**src/rtl/chain_if.sv**
```systemverilog
// chain_if: valid/ready stream carrying one WIDTH-bit word per transfer
interface chain_if #(parameter int WIDTH = 8);
  logic [WIDTH-1:0] data;
  logic valid;
  logic ready;
  modport master(output data, valid, input ready);
  modport slave(input data, valid, output ready);
endinterface

```
**src/rtl/chain_pipe.sv**
```systemverilog
// chain_pipe: NSTAGES elaboration-chosen ops with optional register slots and end-to-end valid/ready
module chain_pipe #(
  parameter int WIDTH = 8,
  parameter int NSTAGES = 4,
  parameter logic [2*NSTAGES-1:0] OPS = '0,
  parameter logic [NSTAGES-1:0] REG_MASK = '1,
  parameter bit OUTPUT_REG = 1'b1,
  localparam int OW = $clog2(NSTAGES + 2)
) (
  input logic clk,
  input logic rst,
  chain_if.slave in_s,
  chain_if.master out_m,
  output logic [OW-1:0] occupancy
);
  localparam int S = $countones(REG_MASK) + int'(OUTPUT_REG);
  logic [WIDTH-1:0] d [NSTAGES+1];
  logic v [NSTAGES+1];
  logic r [NSTAGES+1];
  logic [NSTAGES:0] vs;
  function automatic logic [WIDTH-1:0] op(input logic [1:0] o, input logic [WIDTH-1:0] x);
    return o == 2'd0 ? x : o == 2'd1 ? ~x : o == 2'd2 ? x + WIDTH'(1) : {x[WIDTH-2:0], x[WIDTH-1]};
  endfunction
  assign d[0] = in_s.data;
  assign v[0] = in_s.valid;
  assign in_s.ready = r[0] || (S > 0 && rst);
  for (genvar i = 0; i < NSTAGES; i++) begin : g_st
    logic [WIDTH-1:0] f;
    assign f = op(OPS[2*i +: 2], d[i]);
    if (REG_MASK[i]) begin : g_reg
      logic sv;
      logic [WIDTH-1:0] sd;
      always_ff @(posedge clk)
        if (rst) begin
          sv <= 1'b0;
          sd <= '0;
        end else if (r[i]) begin
          sv <= v[i];
          if (v[i]) sd <= f;
        end
      assign r[i] = !sv || r[i+1];
      assign v[i+1] = sv;
      assign d[i+1] = sd;
      assign vs[i] = sv;
    end else begin : g_comb
      assign r[i] = r[i+1];
      assign v[i+1] = v[i];
      assign d[i+1] = f;
      assign vs[i] = 1'b0;
    end
  end
  if (OUTPUT_REG) begin : g_out
    logic ov;
    logic [WIDTH-1:0] od;
    always_ff @(posedge clk)
      if (rst) begin
        ov <= 1'b0;
        od <= '0;
      end else if (r[NSTAGES]) begin
        ov <= v[NSTAGES];
        if (v[NSTAGES]) od <= d[NSTAGES];
      end
    assign r[NSTAGES] = !ov || out_m.ready;
    assign out_m.valid = ov;
    assign out_m.data = od;
    assign vs[NSTAGES] = ov;
  end else begin : g_noout
    assign r[NSTAGES] = out_m.ready;
    assign out_m.valid = v[NSTAGES];
    assign out_m.data = d[NSTAGES];
    assign vs[NSTAGES] = 1'b0;
  end
  always_comb begin
    occupancy = '0;
    for (int k = 0; k <= NSTAGES; k++) occupancy = occupancy + OW'(vs[k]);
  end
endmodule

```
**src/flat_wrapper.sv**
```systemverilog
// flat-port wrapper written by rule: the top's interface ports become plain ports
module chain_pipe_flat 
#(
  parameter int WIDTH = 8,
  parameter int NSTAGES = 4,
  parameter logic [2*NSTAGES-1:0] OPS = '0,
  parameter logic [NSTAGES-1:0] REG_MASK = '1,
  parameter bit OUTPUT_REG = 1'b1,
  localparam int OW = $clog2(NSTAGES + 2)
)
  (clk, rst, occupancy, in_s_data, in_s_valid, in_s_ready, out_m_data, out_m_valid, out_m_ready);
  chain_if #(.WIDTH(WIDTH)) in_s_i ();
  chain_if #(.WIDTH(WIDTH)) out_m_i ();
  input logic clk;
  input logic rst;
  output logic [OW-1:0] occupancy;
  input wire logic [$bits(in_s_i.data)-1:0] in_s_data;
  input wire logic [$bits(in_s_i.valid)-1:0] in_s_valid;
  output wire logic [$bits(in_s_i.ready)-1:0] in_s_ready;
  output wire logic [$bits(out_m_i.data)-1:0] out_m_data;
  output wire logic [$bits(out_m_i.valid)-1:0] out_m_valid;
  input wire logic [$bits(out_m_i.ready)-1:0] out_m_ready;
  assign in_s_i.data = in_s_data;
  assign in_s_i.valid = in_s_valid;
  assign in_s_ready = in_s_i.ready;
  assign out_m_data = out_m_i.data;
  assign out_m_valid = out_m_i.valid;
  assign out_m_i.ready = out_m_ready;
  chain_pipe #(.WIDTH(WIDTH), .NSTAGES(NSTAGES), .OPS(OPS), .REG_MASK(REG_MASK), .OUTPUT_REG(OUTPUT_REG)) u_core (.clk(clk), .rst(rst), .in_s(in_s_i), .out_m(out_m_i), .occupancy(occupancy));
endmodule
```
**config.mk**
```make
export PLATFORM = sky130hd
export DESIGN_NAME = chain_pipe_flat
export DESIGN_NICKNAME = d
export VERILOG_FILES = /design/src/rtl/chain_if.sv /design/src/rtl/chain_pipe.sv /design/src/flat_wrapper.sv
export SDC_FILE = /design/constraint.sdc
export NUM_CORES = 1
export LEC_CHECK = 0
export CAP_MARGIN = 20
export CORE_MARGIN = 2
export CORE_UTILIZATION = 53
export DETAILED_ROUTE_END_ITERATION = 10
export GPL_ROUTABILITY_DRIVEN = 0
export GPL_TIMING_DRIVEN = 1
export PLACE_DENSITY_LB_ADDON = 0.05
export SETUP_SLACK_MARGIN = 0.02
export SLEW_MARGIN = 20
export SYNTH_ARGS = -nofsm -noshare
export SYNTH_HDL_FRONTEND = slang
export SYNTH_SLANG_ARGS = --single-unit
```
**constraint.sdc**
```tcl
create_clock -name clk -period 2.7 [get_ports clk]
set_input_delay 0.27 -clock clk [delete_from_list [all_inputs] [get_ports clk]]
set_output_delay 0.27 -clock clk [all_outputs]
set_load 0.005 [all_outputs]
```
==> results.py, run 1 <==
metrics = {
    "run_status": {
        "status": "complete, no violations",
    },
    "power_and_ir_drop": {
        "p_sw_uw": 254.8,
        "vdd_drop_max_uv": 347.8,
        "p_per_area_mw_per_mm2": 492.7,
        "power_frac_comb_pct": 7.9,
        "swShare_pct": 23.70,
        "p_leak_uw": 0.0007799,
        "p_clk_share_pct": 28.6,
        "internal_power_uw": 820.3,
        "p_total_uw": 1075,
        "pwr-share-seq_pct": 63.6,
    },
    "layout": {
        "layout_common_cells": "44 x dfxtp_1, 29 x a21oi_1, 25 x nand3_1, 25 x nand2b_1, 22 x clkdlybuf4s50_1",
        "areaGrowthSynthToFinish_pct": 17.68,
        "layout_commonest_cell": "dfxtp_1",
        "fin_area_mm2": 0.002182,
        "fin_nets": 238,
        "antenna_cells": 0,
        "layout-drive-gt1-share_pct": 8.520,
    },
    "floorplan": {
        "core_area_mm2": 0.003337,
        "initial_utilization_pct": 55.57,
        "io_pins": 25,
        "die_w_um": 63.15,
        "rows": 21,
        "die_h_um": 63.15,
        "die-area_mm2": 0.003988,
    },
    "logic_synthesis": {
        "ys_warn_count": 0,
        "ys_ff_latch": 45,
        "synth.area.top_cells": "dfxtp_1 49%, mux2i_1 8.6%, nand2b_1 8.4%",
        "synthCells": 198,
        "synth_nets": 214,
        "yosys.area.top_type": "dfxtp_1",
        "avgSynthCellArea_um2": 9.365,
        "ys_seq_area_share_pct": 48.58,
        "synth_top_cell_area_share_pct": 48.58,
        "synth_cell_types": 23,
        "synth_area_mm2": 0.001854,
    },
    "timing": {
        "finalHoldViolCount": 0,
        "fin_crit_ps": 2570,
        "finalClockSkew_ps": 7.324,
        "fmax_ghz": 0.3891,
        "rsz0062_at_grt": "no",
        "finalCritPeriodShare_pct": 95.19,
        "drv_slew": 0,
        "fin_setup_tns_ps": 0,
        "max_slew_margin_pct": 37.35,
        "tightest_slew_ps": 937.8,
        "setup_slack_ps": 129.8,
        "finalSetupViolCount": 0,
    },
    "grt": {
        "grt_pass1_vias": 1403,
        "grt-ovfl-total": 0,
        "grt_first_pass_wirelength_mm": 6.147,
        "grt_max_degree": 54,
        "track_usage_pct": 19.81,
        "antenna_found_initial": 0,
    },
    "setup_path": {
        "cpLargestDelayFamily": "adder cells",
        "max_stage_delay_ps": 470,
        "crit_path_start_kind": "register",
        "crit_buf_inv": 3,
        "crit_chain": "ha_1 > inv_1 > fa_1 > inv_1 > ha_2 > fa_1 > dlygate4sd2_1",
        "cp.arrival_ps": 2300,
        "worstSetupPathType": "register to output pin",
        "critical_path.slowest_cell": "fa_1",
        "required_ps": 2430,
        "endpoint_kind": "output pin",
        "path_max_fanout": 2,
    },
    "drt": {
        "antenna_left": 0,
        "via_per_inst": 5.435,
        "drtPass1Iterations": 4,
        "vias": 1462,
        "wl_per_cell_um": 13.10,
        "drtIter0Drc": 63,
        "drt-total-wl_mm": 3.525,
        "drc": 0,
    },
    "place": {
        "port_buffers": 24,
        "hpwlAfterDp_mm": 2.561,
        "dp_slack_ps": 143.8,
        "place_area_mm2": 0.002130,
    },
    "clock_network": {
        "numCtsBuffers": 5,
        "cts_tree": "yes",
        "postCtsSetupBuffers": 0,
        "clockBufferDepth": 2,
        "path_clk_slew_ps": 130,
        "clock-root-buffer": "clkbuf_4",
        "h-tree-depth": 2,
        "clkSinkCount": 45,
        "worst_skew_pair.late_latency_ps": 350,
    },
    "min_path": {
        "min_path_type": "register to register",
    },
    "job": {
        "maxCapViolCount": 0,
    },
}
==> cell type report <==
class                      instances  area (µm²)
fill                             301        1155
sequential                        45       902.1
multi-input combinational        132       858.3
timing repair buffer              30       279.0
tap                               46       57.56
clock buffer                       5       37.54
inverter                           8       30.03
clock inverter                     3       17.52
==> final timing paths <==
path	from	end	slack, ps	cells after the start
min reg2reg	u_core.g_st[3].g_reg.sd[4]	u_core.out_m.data[4]	480	2
max reg2reg	u_core.g_st[3].g_reg.sv	u_core.g_st[1].g_reg.sd[3]	790	4
min	u_core.g_st[3].g_reg.sd[4]	u_core.out_m.data[4]	480	2
max	u_core.g_st[1].g_reg.sv	occupancy[2]	130	7
==> power by group through the flow <==
stage | clock network, µW | logic (µW) | registers [µW]
6_report | 307 | 84.7 | 683
3_3_place_gp | 0 | 82.2 | 698
2_1_floorplan | 0 | 52.2 | 697
5_1_grt | 351 | 94.4 | 685
3_5_place_dp | 0 | 85.8 | 698
4_1_cts | 317 | 86.1 | 684
==> cells in the mapped netlist (all sizes together) <==
cell type,n
inv,7
nand3b,1
nand2b,25
nor2,1
clkinv,1
mux2i,16
nor2b,1
o21ai,24
clkbuf,8
and4b,1
and3b,1
a31oi,1
a21boi,1
nand3,25
nand4b,1
a21oi,29
dfxtp,45
fa,2
buf,5
ha,2
or2,1
==> tightest hold or removal path, stage by stage, from the launching register on <==
cell and delay, ps:
dfxtp_1 330, nand3_1 60, a21oi_1 50
==> cell families after synthesis <==
logic type               count (synthesis)  share of synthesized area (%)
AND/OR/NAND/NOR                         57                          18.15
AO/OA/AOI/OAI                           55                          15.86
flip-flops                              45                          48.58
buffers and inverters                   21                          5.263
multiplexers                            16                          8.637
adder cells (fa/ha/maj)                  4                          3.509
==> registers in the layout, indices dropped and copies added (netlist names) <==
name / cells
u_core.g_st.g_reg.sd: 32
u_core.out_m.data: 8
u_core.out_m.valid: 1
u_core.g_st.g_reg.sv: 4
==> layer usage <==
layer  global-route usage [%]  wire (µm)
met4                    8.056         59
met1                    23.52       1607
met2                    33.51       1756
met5                        0          0
met3                    5.714        101
==> timing repair <==
action	CTS	global route
resized for setup	4	2
hold buffers	0	0
setup endpoints to repair	2	2
==> stage by stage <==
stage               hold slack [ps]  utilization, %  std cells
floorplan                     425.7               -        198
global placement              456.3           63.82        261
detailed placement            458.3           63.82        261
CTS                           470.3           65.47        269
global route                  480.4           65.39        269
finish                        475.8           65.39        269
No activity file was read; power rests on OpenSTA's default activity.
==> run 2, diff against run 1 <==
--- a/config.mk
+++ b/config.mk
@@ -7,7 +7,7 @@
 export LEC_CHECK = 0
 export CAP_MARGIN = 20
 export CORE_MARGIN = 2
-export CORE_UTILIZATION = 53
+export CORE_UTILIZATION = 48
 export DETAILED_ROUTE_END_ITERATION = 10
 export GPL_ROUTABILITY_DRIVEN = 0
 export GPL_TIMING_DRIVEN = 1
@@ -17,3 +17,4 @@
 export SYNTH_ARGS = -nofsm -noshare
 export SYNTH_HDL_FRONTEND = slang
 export SYNTH_SLANG_ARGS = --single-unit
+export TNS_END_PERCENT = 1
==> constraint.sdc (replaced) <==
create_clock -name clk -period 2.15 [get_ports clk]
set_input_delay 0.215 -clock clk [delete_from_list [all_inputs] [get_ports clk]]
set_output_delay 0.215 -clock clk [all_outputs]
set_load 0.005 [all_outputs]
==> results.py, run 2 (synthesized netlist as in run 1, its figures left out) <==
metrics = {
    "setup_path": {
        "required_ps": 1930,
        "max_stage_delay_ps": 470,
        "critical_path.slowest_cell": "fa_1",
        "cpLargestDelayFamily": "adder cells",
        "crit_buf_inv": 3,
        "crit_chain": "ha_4 > inv_2 > fa_1 > inv_1 > ha_2 > fa_1 > buf_2",
        "endpoint_kind": "output pin",
        "crit_top_cell": "fa_1",
        "worstSetupPathType": "register to output pin",
        "path_max_fanout": 2,
        "crit_path_start_kind": "register",
        "cp.arrival_ps": 2170,
    },
    "clock_network": {
        "cts_tree": "yes",
        "worst_skew_pair.late_latency_ps": 290,
        "path_clk_slew_ps": 80,
        "hold_buffers": 0,
        "postCtsSetupBuffers": 0,
        "cts_resized": 12,
        "clock-root-buffer": "clkbuf_8",
        "clockBufferDepth": 2,
        "numCtsBuffers": 5,
        "clkSinkCount": 45,
        "h-tree-depth": 2,
    },
    "floorplan": {
        "rows": 22,
        "die_w_um": 66.16,
        "core_area_mm2": 0.003689,
        "io_pins": 25,
        "die-area_mm2": 0.004376,
        "die_h_um": 66.16,
        "initial_utilization_pct": 50.27,
    },
    "grt": {
        "track_usage_pct": 18.37,
        "grt_max_degree": 54,
        "top_usage_layer": "met2",
        "antenna_found_initial": 0,
        "grt_use_met1_pct": 23.12,
        "grt.met3_usage_pct": 4.259,
        "grt_pass1_vias": 1458,
        "grt-ovfl-total": 0,
        "grt_first_pass_wirelength_mm": 6.223,
        "use_met2_pct": 30.13,
    },
    "timing": {
        "fmax_ghz": 0.4189,
        "max_slew_margin_pct": 70.74,
        "rsz0062_at_grt": "yes",
        "finalClockSkew_ps": 6.644,
        "drv_slew": 0,
        "fin_crit_ps": 2387,
        "tightest_slew_ps": 438.9,
        "finalCritPeriodShare_pct": 111.0,
        "setup_slack_ps": -237.3,
        "finalHoldViolCount": 0,
        "finalSetupViolCount": 2,
    },
    "place": {
        "place_area_mm2": 0.002162,
        "place_inst": 267,
        "dp_slack_ps": -355.1,
        "port_buffers": 24,
        "hpwlAfterDp_mm": 2.598,
    },
    "layout": {
        "fill_cells": 334,
        "instances_no_fill": 275,
        "fin_nets": 242,
        "antenna_cells": 0,
        "layout_common_cells": "42 x dfxtp_1, 29 x a21oi_1, 25 x nand3_1, 25 x nand2b_1",
        "areaGrowthSynthToFinish_pct": 21.86,
        "largest_reg_flops": 32,
        "top_register": "u_core.g_st.g_reg.sd",
        "layout-drive-gt1-share_pct": 11.89,
        "fin_area_mm2": 0.002260,
        "layout_commonest_cell": "dfxtp_1",
    },
    "drt": {
        "drtPass1Iterations": 4,
        "via_per_inst": 5.375,
        "drc": 0,
        "antenna_left": 0,
        "vias": 1478,
        "drtIter0Drc": 101,
        "drt-total-wl_mm": 3.632,
        "wl_per_cell_um": 13.21,
    },
    "power_and_ir_drop": {
        "p_total_uw": 1465,
        "vdd_drop_max_uv": 475.4,
        "p_leak_uw": 0.0008069,
        "p_per_area_mw_per_mm2": 648.4,
    },
    "run_status": {
        "failed_checks": "negative setup slack",
        "status": "finished, violations left",
    },
    "min_path": {
        "min_path_type": "register to register",
    },
    "job": {
        "maxCapViolCount": 0,
    },
}
run 2: cell count changes in the layout (fill, tap and decap cells not counted), moves of 2 or more:
cell / change
clkbuf_4: -5
clkbuf_8: +5
buf_4: +3
buf_6: +2
clkbuf_1: +2
clkinv_2: -2
dfxtp_1: -2
dfxtp_2: +2
run 2: area by class of cell:
cell class / count / area [µm²] / area share, %
multi-input combinational: 132 / 870.8 / 38.54
timing repair buffer: 34 / 310.3 / 13.73
sequential: 45 / 904.6 / 40.03
clock buffer: 7 / 76.32 / 3.378
clock inverter: 1 / 7.507 / 0.3322
tap: 48 / 60.06 / 2.658
inverter: 8 / 30.03 / 1.329
run 2: power breakdown:
part / leakage [µW] / switching, µW / internal, µW
Clock: 0.0000385 / 263 / 230
Sequential: 0.000366 / 7.79 / 850
Combinational: 0.000402 / 53.7 / 61.1
run 2: path summary, 6_finish.rpt:
kind | startpoint | cells past startpoint | to | slack (ps)
hold reg to reg | u_core.g_st[3].g_reg.sd[3] | 2 | u_core.out_m.data[3] | 470
hold / removal | u_core.g_st[3].g_reg.sd[3] | 2 | u_core.out_m.data[3] | 470
setup / recovery | u_core.g_st[0].g_reg.sv | 7 | occupancy[1] | -240
setup reg to reg | u_core.g_st[3].g_reg.sv | 5 | u_core.g_st[0].g_reg.sd[4] | 570
run 2: per-stage QoR:
stage / hold slack (ps) / utilization [%] / TNS [ps]
after floorplan: 370.7 / - / 0
after global placement: 459.1 / 58.62 / -460.2
after detailed placement: 468.0 / 58.62 / -534.1
after CTS: 477.1 / 60.72 / -495.1
after global routing: 489.8 / 61.26 / -530.8
final: 473.6 / 61.26 / -366.5
run 2: worst reg2reg max path, stage by stage, from the launching register on:
cell     delay, ps
dfxtp_2        330
buf_6          140
and4b_4        200
buf_4          170
a31oi_4        400
mux2i_1        250
run 2: per-layer routing:
| layer | share of wire, % | wire length, µm |
|---|---|---|
| met5 | 0 | 0 |
| met4 | 1.6 | 59 |
| met3 | 3.4 | 122 |
| met2 | 48 | 1757 |
| met1 | 47 | 1693 |
==> run 3, diff against run 2 <==
--- a/config.mk
+++ b/config.mk
@@ -10,7 +10,7 @@
 export CORE_UTILIZATION = 48
 export DETAILED_ROUTE_END_ITERATION = 10
 export GPL_ROUTABILITY_DRIVEN = 0
-export GPL_TIMING_DRIVEN = 1
+export GPL_TIMING_DRIVEN = 0
 export PLACE_DENSITY_LB_ADDON = 0.05
 export SETUP_SLACK_MARGIN = 0.02
 export SLEW_MARGIN = 20
==> results.py, run 3 (synthesized netlist as in run 1, its figures left out) <==
metrics = {
    "timing": {
        "holdWs_ps": 343.9,
        "tightest_slew_ps": 489.8,
        "max_slew_margin_pct": 67.28,
        "finalClockSkew_ps": 10.52,
        "finalSetupViolCount": 2,
        "drv_slew": 0,
        "fmax_ghz": 0.4046,
        "finalCritPeriodShare_pct": 115.0,
        "finalHoldViolCount": 0,
        "rsz0062_at_grt": "yes",
        "setup_slack_ps": -321.5,
        "fin_crit_ps": 2471,
    },
    "grt": {
        "grt-ovfl-total": 0,
        "antenna_found_initial": 0,
        "grt_pass1_vias": 1448,
        "grt_max_degree": 15,
        "grt_first_pass_wirelength_mm": 6.085,
        "track_usage_pct": 18.37,
    },
    "drt": {
        "via_per_inst": 5.391,
        "drtIter0Drc": 63,
        "drt-total-wl_mm": 3.611,
        "drc": 0,
        "antenna_left": 0,
        "drtPass1Iterations": 4,
        "vias": 1504,
        "wl_per_cell_um": 12.94,
    },
    "setup_path": {
        "cp-startpoint": "u_core.g_st[1].g_reg.sv",
        "rr_endpoint": "u_core.g_st[2].g_reg.sd[7]",
        "worstSetupPathType": "register to output pin",
        "critical_path.slowest_cell": "fa_1",
        "max_stage_delay_ps": 480,
        "crit_path_start_kind": "register",
        "r2r-start": "u_core.g_st[3].g_reg.sv",
        "crit_chain": "ha_1 > inv_1 > fa_1 > inv_1 > ha_1 > fa_1 > buf_2",
        "reg2reg_slack_ps": 750,
        "r2r_cells": 4,
        "endpoint": "occupancy[1]",
        "path_max_fanout": 2,
        "required_ps": 1930,
        "cp.arrival_ps": 2260,
        "endpoint_kind": "output pin",
    },
    "clock_network": {
        "numCtsBuffers": 5,
        "clock-root-buffer": "clkbuf_8",
        "path_clk_slew_ps": 80,
        "clkSinkCount": 45,
        "h-tree-depth": 2,
        "worst_skew_pair.late_latency_ps": 300,
        "cts_tree": "yes",
        "clockBufferDepth": 2,
    },
    "floorplan": {
        "initial_utilization_pct": 50.27,
        "die-area_mm2": 0.004376,
        "rows": 22,
        "die_h_um": 66.16,
        "die_w_um": 66.16,
        "core_area_mm2": 0.003689,
        "io_pins": 25,
    },
    "min_path": {
        "min_path_type": "input pin to register",
    },
    "layout": {
        "register_area_um2": 913.4,
        "layout_common_cells": "41 x dfxtp_1, 29 x a21oi_1, 25 x nand3_1, 25 x nand2b_1, 21 x o21ai_0",
        "instances_no_fill": 279,
        "antenna_cells": 0,
        "fin_nets": 246,
        "fill_cells": 338,
        "largest_reg_flops": 32,
        "multiInputGateArea_um2": 855.8,
        "top_register": "u_core.g_st.g_reg.sd",
        "layout_commonest_cell": "dfxtp_1",
        "layout-drive-gt1-share_pct": 10.82,
        "areaGrowthSynthToFinish_pct": 22.54,
    },
    "run_status": {
        "status": "finished, violations left",
        "failed_checks": "negative setup slack",
    },
    "power_and_ir_drop": {
        "vdd_drop_max_uv": 523.1,
        "swShare_pct": 21.16,
        "p_leak_uw": 0.0008241,
        "internal_power_uw": 1250,
        "power_frac_comb_pct": 6.8,
        "pwr-share-seq_pct": 53.9,
        "p_per_area_mw_per_mm2": 697.5,
        "p_sw_uw": 335.4,
        "p_total_uw": 1585,
        "p_clk_share_pct": 39.3,
    },
    "job": {
        "maxCapViolCount": 0,
    },
    "place": {
        "port_buffers": 23,
        "hpwlAfterDp_mm": 2.650,
        "place_inst": 269,
    },
}
==> run 3: what timing repair did <==
action	CTS	global route
buffers inserted	2	0
setup endpoints to repair	4	4
resized for setup	16	5
hold buffers	0	0
==> run 3: how the worst min path moves through the flow <==
stage,endpoint,startpoint,depth (start not counted),slack [ps]
2_1_floorplan,u_core.g_st[0].g_reg.sd[0],in_s_data[0],2,370
3_3_place_gp,u_core.out_m.data[6],u_core.g_st[3].g_reg.sd[6],2,460
3_5_place_dp,u_core.out_m.data[6],u_core.g_st[3].g_reg.sd[6],2,460
4_1_cts,u_core.g_st[0].g_reg.sd[0],rst,3,340
5_1_grt,u_core.g_st[1].g_reg.sd[3],rst,3,360
6_report,u_core.g_st[0].g_reg.sd[0],rst,3,340
==> run 3: worst max-delay path, delay by kind of cell (launching register included) <==
kind	cells	cell delay (ps)
fa+ha+maj	4	1400
flops	1	350
buf+inv	3	200
==> run 3: per-layer routing <==
layer	vias to the layer above	track usage, %	wire [µm]
met3	7	5.622	158
li1	749	-	-
met2	25	28.13	1668
met5	-	0	0
met1	723	22.99	1711
met4	0	9.949	73
==> run 3: stage by stage <==
stage,area (µm²),TNS (ps),util (%),worst slack (ps)
3_5_place_dp,2145,-892.5,58.14,-494.1
5_1_grt,2272,-653.1,61.60,-387.0
4_1_cts,2276,-708.7,61.70,-357.2
2_1_floorplan,1854,0,-,111.8
3_3_place_gp,2145,-713.2,58.14,-414.1
6_report,2272,-525.7,61.60,-321.5
==> run 3: final cells by class <==
type	count	share of cell area, %
Clock inverter	2	1.707
Buffer	13	3.029
Tap cell	48	2.643
Multi-Input combinational cell	132	37.67
Timing Repair Buffer	25	10.19
Inverter	8	1.377
Clock buffer	6	3.194
Sequential cell	45	40.20
==> run 3: power by group through the flow <==
stage / Combinational (µW) / Sequential, µW / Clock [µW]
floorplan: 65.6 / 876 / 0
global placement: 103 / 878 / 0
detailed placement: 107 / 878 / 0
CTS: 110 / 855 / 643
global route: 119 / 856 / 671
finish: 108 / 854 / 623
